### config.mk
export PLATFORM = sky130hd
export DESIGN_NAME = sync_decoder
export DESIGN_NICKNAME = d
export VERILOG_FILES = /design/src/rtl/sync_decoder.sv
export SDC_FILE = /design/constraint.sdc
export NUM_CORES = 1
export LEC_CHECK = 0
export ABC_AREA = 1
export BUFFER_PORTS_ARGS = -buffer_cell sky130_fd_sc_hd__buf_2
export CAP_MARGIN = 20
export CORE_UTILIZATION = 45
export CTS_CLUSTER_DIAMETER = 50
export DETAILED_ROUTE_END_ITERATION = 8
export PLACE_DENSITY_LB_ADDON = 0.12
export SETUP_SLACK_MARGIN = 0.4
export SYNTH_ARGS = -nofsm -noshare
export SYNTH_HDL_FRONTEND = slang
export SYNTH_SLANG_ARGS = --single-unit
### constraint.sdc
create_clock -name clk_24mb -period 4 [get_ports clk_24mb]
set_input_delay 0.2 -clock clk_24mb [delete_from_list [all_inputs] [get_ports clk_24mb]]
set_output_delay 0.2 -clock clk_24mb [all_outputs]
set_load 0.01 [all_outputs]
### src/rtl/sync_decoder.sv
// Recovers pixel/line position, raster geometry, PAL/NTSC mode and a lock flag
// from the LSPC HSYNC/VSYNC/CHBL outputs, sampled on the 6 MHz pixel enable.
//
// state      | meaning
// ST_SEARCH  | waiting for the first frame start; the partial frame is not measured
// ST_ACQUIRE | counting consecutive identical, internally consistent frames
// ST_LOCKED  | raster stable; any differing frame or missing HSYNC drops lock
module sync_decoder #(
    parameter int LOCK_FRAMES = 2,
    parameter int H_TIMEOUT   = 1023,
    parameter int PAL_THRESH  = 288
) (
    input  logic       clk_24mb,
    input  logic       resetp,
    input  logic       pix_ce,
    input  logic       hsync,
    input  logic       vsync,
    input  logic       chbl,
    output logic [8:0] h_pos,
    output logic [8:0] v_pos,
    output logic       de,
    output logic [9:0] line_len,
    output logic [8:0] frame_lines,
    output logic       pal_det,
    output logic       locked,
    output logic       new_line,
    output logic       new_frame
);

    typedef enum logic [1:0] {
        ST_SEARCH  = 2'd0,
        ST_ACQUIRE = 2'd1,
        ST_LOCKED  = 2'd2
    } lock_state_t;

    localparam int            MW         = (LOCK_FRAMES > 2) ? $clog2(LOCK_FRAMES) : 1;
    localparam logic [MW-1:0] MATCH_LAST = MW'(LOCK_FRAMES - 1);
    localparam logic [9:0]    TO_LOAD    = 10'(H_TIMEOUT);

    lock_state_t   state;
    logic [MW-1:0] match_cnt;

    logic       hs_q;
    logic       vs_q;
    logic       chbl_q;
    logic       vs_pend;
    logic [9:0] h_cnt;
    logic [9:0] to_cnt;
    logic [9:0] ref_len;
    logic       ref_valid;
    logic       line_mm;

    logic       hs_fall;
    logic       vs_fall;
    logic       frame_start;
    logic       timeout;
    logic       line_bad;
    logic       frame_bad;
    logic       lock_drop;
    logic [9:0] len_meas;
    logic [9:0] new_len;
    logic [8:0] lines_meas;

    assign hs_fall     = pix_ce & hs_q & ~hsync;
    assign vs_fall     = pix_ce & vs_q & ~vsync;
    assign frame_start = hs_fall & (vs_pend | vs_fall);
    assign timeout     = pix_ce & ~hs_fall & (to_cnt == 10'd1);

    assign len_meas   = (h_cnt == 10'd1023) ? 10'd1023 : h_cnt + 10'd1;
    assign lines_meas = (v_pos == 9'd511) ? 9'd511 : v_pos + 9'd1;

    // The fall that starts a frame also closes the last line of the old frame,
    // so its measurement still takes part in the old frame's consistency check.
    assign line_bad  = ref_valid & (len_meas != ref_len);
    assign new_len   = ref_valid ? ref_len : len_meas;
    assign frame_bad = line_mm | line_bad | (new_len != line_len) | (lines_meas != frame_lines);
    assign lock_drop = timeout | (frame_start & (state == ST_LOCKED) & frame_bad);

    always_ff @(posedge clk_24mb or negedge resetp) begin
        if (!resetp) begin
            hs_q      <= 1'b0;
            vs_q      <= 1'b0;
            chbl_q    <= 1'b0;
            vs_pend   <= 1'b0;
            h_cnt     <= 10'd0;
            h_pos     <= 9'd0;
            v_pos     <= 9'd0;
            to_cnt    <= 10'd0;
            ref_len   <= 10'd0;
            ref_valid <= 1'b0;
            line_mm   <= 1'b0;
            new_line  <= 1'b0;
            new_frame <= 1'b0;
            de        <= 1'b0;
        end else if (pix_ce) begin
            hs_q      <= hsync;
            vs_q      <= vsync;
            chbl_q    <= chbl;
            new_line  <= hs_fall;
            new_frame <= frame_start;
            de        <= locked & ~lock_drop & ~chbl_q;

            if (hs_fall) begin
                h_cnt <= 10'd0;
                h_pos <= 9'd0;
            end else begin
                if (h_cnt != 10'd1023)
                    h_cnt <= h_cnt + 10'd1;
                if (h_pos != 9'd511)
                    h_pos <= h_pos + 9'd1;
            end

            // Loss-of-sync timer: reloads on every HSYNC fall, idles at zero.
            if (hs_fall)
                to_cnt <= TO_LOAD;
            else if (to_cnt != 10'd0)
                to_cnt <= to_cnt - 10'd1;

            if (frame_start || timeout)
                vs_pend <= 1'b0;
            else if (vs_fall)
                vs_pend <= 1'b1;

            if (frame_start)
                v_pos <= 9'd0;
            else if (hs_fall && v_pos != 9'd511)
                v_pos <= v_pos + 9'd1;

            if (frame_start) begin
                ref_valid <= 1'b0;
                line_mm   <= 1'b0;
            end else if (hs_fall) begin
                if (!ref_valid) begin
                    ref_len   <= len_meas;
                    ref_valid <= 1'b1;
                end else if (line_bad) begin
                    line_mm <= 1'b1;
                end
            end
        end
    end

    always_ff @(posedge clk_24mb or negedge resetp) begin
        if (!resetp) begin
            state       <= ST_SEARCH;
            match_cnt   <= '0;
            locked      <= 1'b0;
            line_len    <= 10'd0;
            frame_lines <= 9'd0;
            pal_det     <= 1'b0;
        end else if (timeout) begin
            state     <= ST_SEARCH;
            match_cnt <= '0;
            locked    <= 1'b0;
        end else if (frame_start) begin
            if (state != ST_SEARCH) begin
                line_len    <= new_len;
                frame_lines <= lines_meas;
                pal_det     <= (32'(lines_meas) >= 32'(PAL_THRESH));
            end
            case (state)
                ST_SEARCH: begin
                    state     <= ST_ACQUIRE;
                    match_cnt <= '0;
                end
                ST_ACQUIRE: begin
                    if (frame_bad) begin
                        match_cnt <= '0;
                    end else if (match_cnt == MATCH_LAST) begin
                        state     <= ST_LOCKED;
                        match_cnt <= '0;
                        locked    <= 1'b1;
                    end else begin
                        match_cnt <= match_cnt + 1'b1;
                    end
                end
                ST_LOCKED: begin
                    if (frame_bad) begin
                        state     <= ST_ACQUIRE;
                        match_cnt <= '0;
                        locked    <= 1'b0;
                    end
                end
                default: begin
                    state     <= ST_SEARCH;
                    match_cnt <= '0;
                    locked    <= 1'b0;
                end
            endcase
        end
    end

endmodule

==> summary.json <==
{
  "floorplan": {
    "die_ar_mm2": 0.0105,
    "floorplan.initialDensity": 0.465,
    "die_y_um": 103,
    "floorplan.core_area_mm2": 0.00977,
    "std_cell_rows": 36,
    "die_x_um": 103,
    "pin_count": 48
  },
  "placement": {
    "pre_cts_slack_ns": 0.617,
    "port_buffers": 47,
    "gp_routability_congestion": 0.964,
    "place.detailed.instances": 789,
    "postPlaceCellArea_mm2": 0.00489,
    "hpwl_um": 7770
  },
  "logic_synthesis": {
    "synthesis.area_per_instance_um2": 7.32,
    "synthDistinctLibCells": 36,
    "register_bit_count_reported_by_yosys": 81,
    "synth-compound-area-share": 0.122,
    "synth.mux.area_fraction": 0,
    "synth_cells": 621,
    "synth.yosys.warnings": 0,
    "yosys.area_share.simple": 0.318,
    "netlist_area_mm2": 0.00455,
    "syn-num-nets": 635,
    "combinational_family_with_the_most_area_after_synthesis": "simple AND/OR/NAND/NOR gates",
    "post_synth_fa_ha_maj_area_fraction": 0.0220,
    "synth_sequential_area_ratio": 0.446,
    "yosys.area_share.xor_xnor": 0.00771
  },
  "layout": {
    "fin_area_mm2": 0.00519,
    "most-common-layout-cells": "193 x nand2_1, 81 x dfrtp_1, 80 x inv_1",
    "layoutNonFillerInstCount": 812,
    "insertedDiodeCount": 0,
    "fill_cells": 963,
    "layout_commonest_cell": "nand2_1",
    "area.growth.synth_to_final_pct": 14.1,
    "final_nets": 688,
    "layout-drive-gt1-share": 0.140
  },
  "timing": {
    "min_period_ns": 3.13,
    "report.final.hold_viol_count": 0,
    "worst_case_clock_skew_ns": 0.00926,
    "relSlewSlack": 0.622,
    "report.final.slew_viol_count": 0,
    "unrepaired_setup_endpoints_after_global_routing": "false",
    "post_route_fraction_of_the_period_consumed_by_the_critical_path": 0.782,
    "final.setup.worst_slack_ns": 0.873,
    "timing.final.setup_violations": 0,
    "fmax_mhz": 320,
    "worst_pin_slew_ns": 0.567,
    "setup-tns-final_ns": 0
  },
  "critical_path": {
    "crit_path_start_kind": "register",
    "reg2reg_setup_slack_ns": 0.87,
    "cp_data_required_time_ns": 4.24,
    "crit_path_max_fanout": 8,
    "criticalPathCategory": "register to register",
    "endpoint_kind": "register",
    "timing.critical_path.buf_inv": 1,
    "critical_path_s_largest_stage_delay_ns": 0.48,
    "crit-reg2reg-capture": "state[1]",
    "crit_top_cell": "nand2_1",
    "ff2ff_path_depth": 23,
    "worstPathArrival_ns": 3.37,
    "worst_path_max_delay_cell": "dfrtp_1",
    "cpLargestDelayFamily": "simple AND/OR/NAND/NOR gates",
    "cp_cell_sequence": "ha_1 > nand4_1 > nor2_1 > nand2_1 > nor2_1 > ha_1 > clkinvlp_4 > nand2_1 > nand2_1 > nand2_1 > nand3_1 > nor2_1 > nand3_1 > nor2_1 > nand3_1 > nor2_1 > nand2_1 > nor2_2 > nand2_2 > nand2_2 > nand2_2 > o21bai_1 > nand2_1",
    "reg2reg_from": "v_pos[0]"
  },
  "route": {
    "vias_per_cell": 5.09,
    "postRouteWirelength_um": 10700,
    "drt_pre_antenna_iters": 5,
    "ant_nets": 0,
    "avgRoutedWirePerCell_um": 13.2,
    "drt_drc_violations_left": 0,
    "via_total_after_detailed_routing": 4136,
    "first_iter_violations": 148
  },
  "global_routing": {
    "track_usage": 0.217,
    "grt_pass1_wl_um": 17500,
    "grt_antenna_before_repair": 0,
    "grt-ovfl-total": 0,
    "maximum_number_of_pins_on_one_net_before_global_route_repair": 82,
    "vias_in_the_first_global_route": 3722
  },
  "outcome": {
    "run_status": "complete, no violations"
  },
  "min_path": {
    "timing.hold.worst_endpoint": "chbl_q",
    "hold_path_class": "input pin to register",
    "timing.hold.worst_path_depth": 3,
    "worst_hold_startpoint": "chbl"
  },
  "clocking": {
    "clk_buf_depth": 2,
    "clk_latency_worst_skew_pair_ns": 0.36,
    "htree_num_levels": 3,
    "clock-root-buffer": "clkbuf_8",
    "clk_transition_reported_paths_ns": 0.09,
    "tritoncts_num_sinks": 81,
    "cts-buffers-inserted": 9,
    "tritoncts_clock_tree": "yes"
  },
  "power": {
    "total_leakage_power_nw": 2.64,
    "p_per_area_mw_per_mm2": 587,
    "vdd.ir_drop.worst_uv": 251
  },
  "run": {
    "max-cap-violations": 0
  }
}
==> worst max path at each step <==
stage | from | to | slack (ns) | depth (start not counted)
finish | v_pos[0] | state[1] | 0.87 | 23
global route | v_pos[0] | state[0] | 0.44 | 24
CTS | v_pos[0] | state[0] | 0.60 | 23
detailed placement | v_pos[0] | state[1] | 0.62 | 23
global placement | v_pos[0] | locked | 0.79 | 23
floorplan | v_pos[0] | locked | 1.26 | 23
==> area by class of cell <==
type / count / area [um^2] / area share
multi-input combinational: 443 / 2140 / 0.412
sequential: 81 / 2030 / 0.391
timing repair buffer: 56 / 338 / 0.0651
inverter: 83 / 315 / 0.0608
tap: 133 / 166 / 0.0321
clock buffer: 12 / 155 / 0.0299
clock inverter: 4 / 51.3 / 0.00988
==> worst min-delay path, cell delays in order <==
cell	delay, ns
buf_2	0.08
nand2_1	0.05
nand2_1	0.05
==> sequential cells by signal (all words and copies together), names as in the netlist, 2 cells and up <==
register,cells
line_len,10
frame_lines,9
v_pos,9
state,2
h_pos,9
to_cnt,10
h_cnt,10
ref_len,10
==> power by group <==
part           switching, W  total, W  internal (W)  leakage (nW)
Sequential         0.000229   0.00128       0.00105          1.02
Combinational      0.000700   0.00114      0.000442          1.52
Clock              0.000304  0.000627      0.000323         0.103
==> per-stage QoR <==
step	hold slack [ns]	utilization	total power (W)
global placement	0.427	0.501	0.00241
CTS	0.0500	0.522	0.00306
finish	0.0627	0.531	0.00305
global route	0.0627	0.531	0.00330
floorplan	-0.0956	-	0.00205
detailed placement	0.425	0.501	0.00243
==> Yosys cell counts, drive strengths merged <==
cell / instances / area share
nand2: 201 / 0.17
inv: 82 / 0.068
dfrtp: 81 / 0.45
nand3: 61 / 0.074
o21ai: 56 / 0.062
nor2: 52 / 0.048
a21oi: 17 / 0.021
o22ai: 12 / 0.017
clkbuf: 9 / 0.0074
ha: 8 / 0.022
nand3b: 6 / 0.0099
nor3: 6 / 0.0066
buf: 5 / 0.0083
nand4: 3 / 0.0041
o211ai: 3 / 0.0050
o21bai: 3 / 0.0050
xor2: 3 / 0.0058
a31oi: 2 / 0.0028
or2: 2 / 0.0028
a211oi: 1 / 0.0017
a32o: 1 / 0.0022
and2: 1 / 0.0014
clkinv: 1 / 0.00082
nor3b: 1 / 0.0017
o221a: 1 / 0.0025
o311ai: 1 / 0.0019
o31ai: 1 / 0.0017
xnor2: 1 / 0.0019
==> layer usage <==
layer | part of all wire | routed length [um] | vias up | track usage
met5 | 0 | 0 | - | 0
met4 | 0.022 | 233 | 0 | 0.0901
met3 | 0.036 | 385 | 18 | 0.0427
met2 | 0.46 | 4910 | 94 | 0.338
met1 | 0.48 | 5180 | 1910 | 0.297
li1 | - | - | 2114 | -
==> timing repair <==
item	4_1_cts	5_1_grt
gates resized for setup	0	1
endpoints found under the setup margin	0	5
setup buffers	0	4
hold buffers	0	1
hold endpoints to repair	0	14
==> kinds of logic (layout without fill, tap and decap cells) <==
logic type      after synthesis  after routing
flops                        81             81
xor+xnor                      4              4
compound gates               98             98
fa+ha+maj                     8              8
simple gates                333            333
buf+inv                      97            155
No activity file was read; power rests on OpenSTA's default activity.
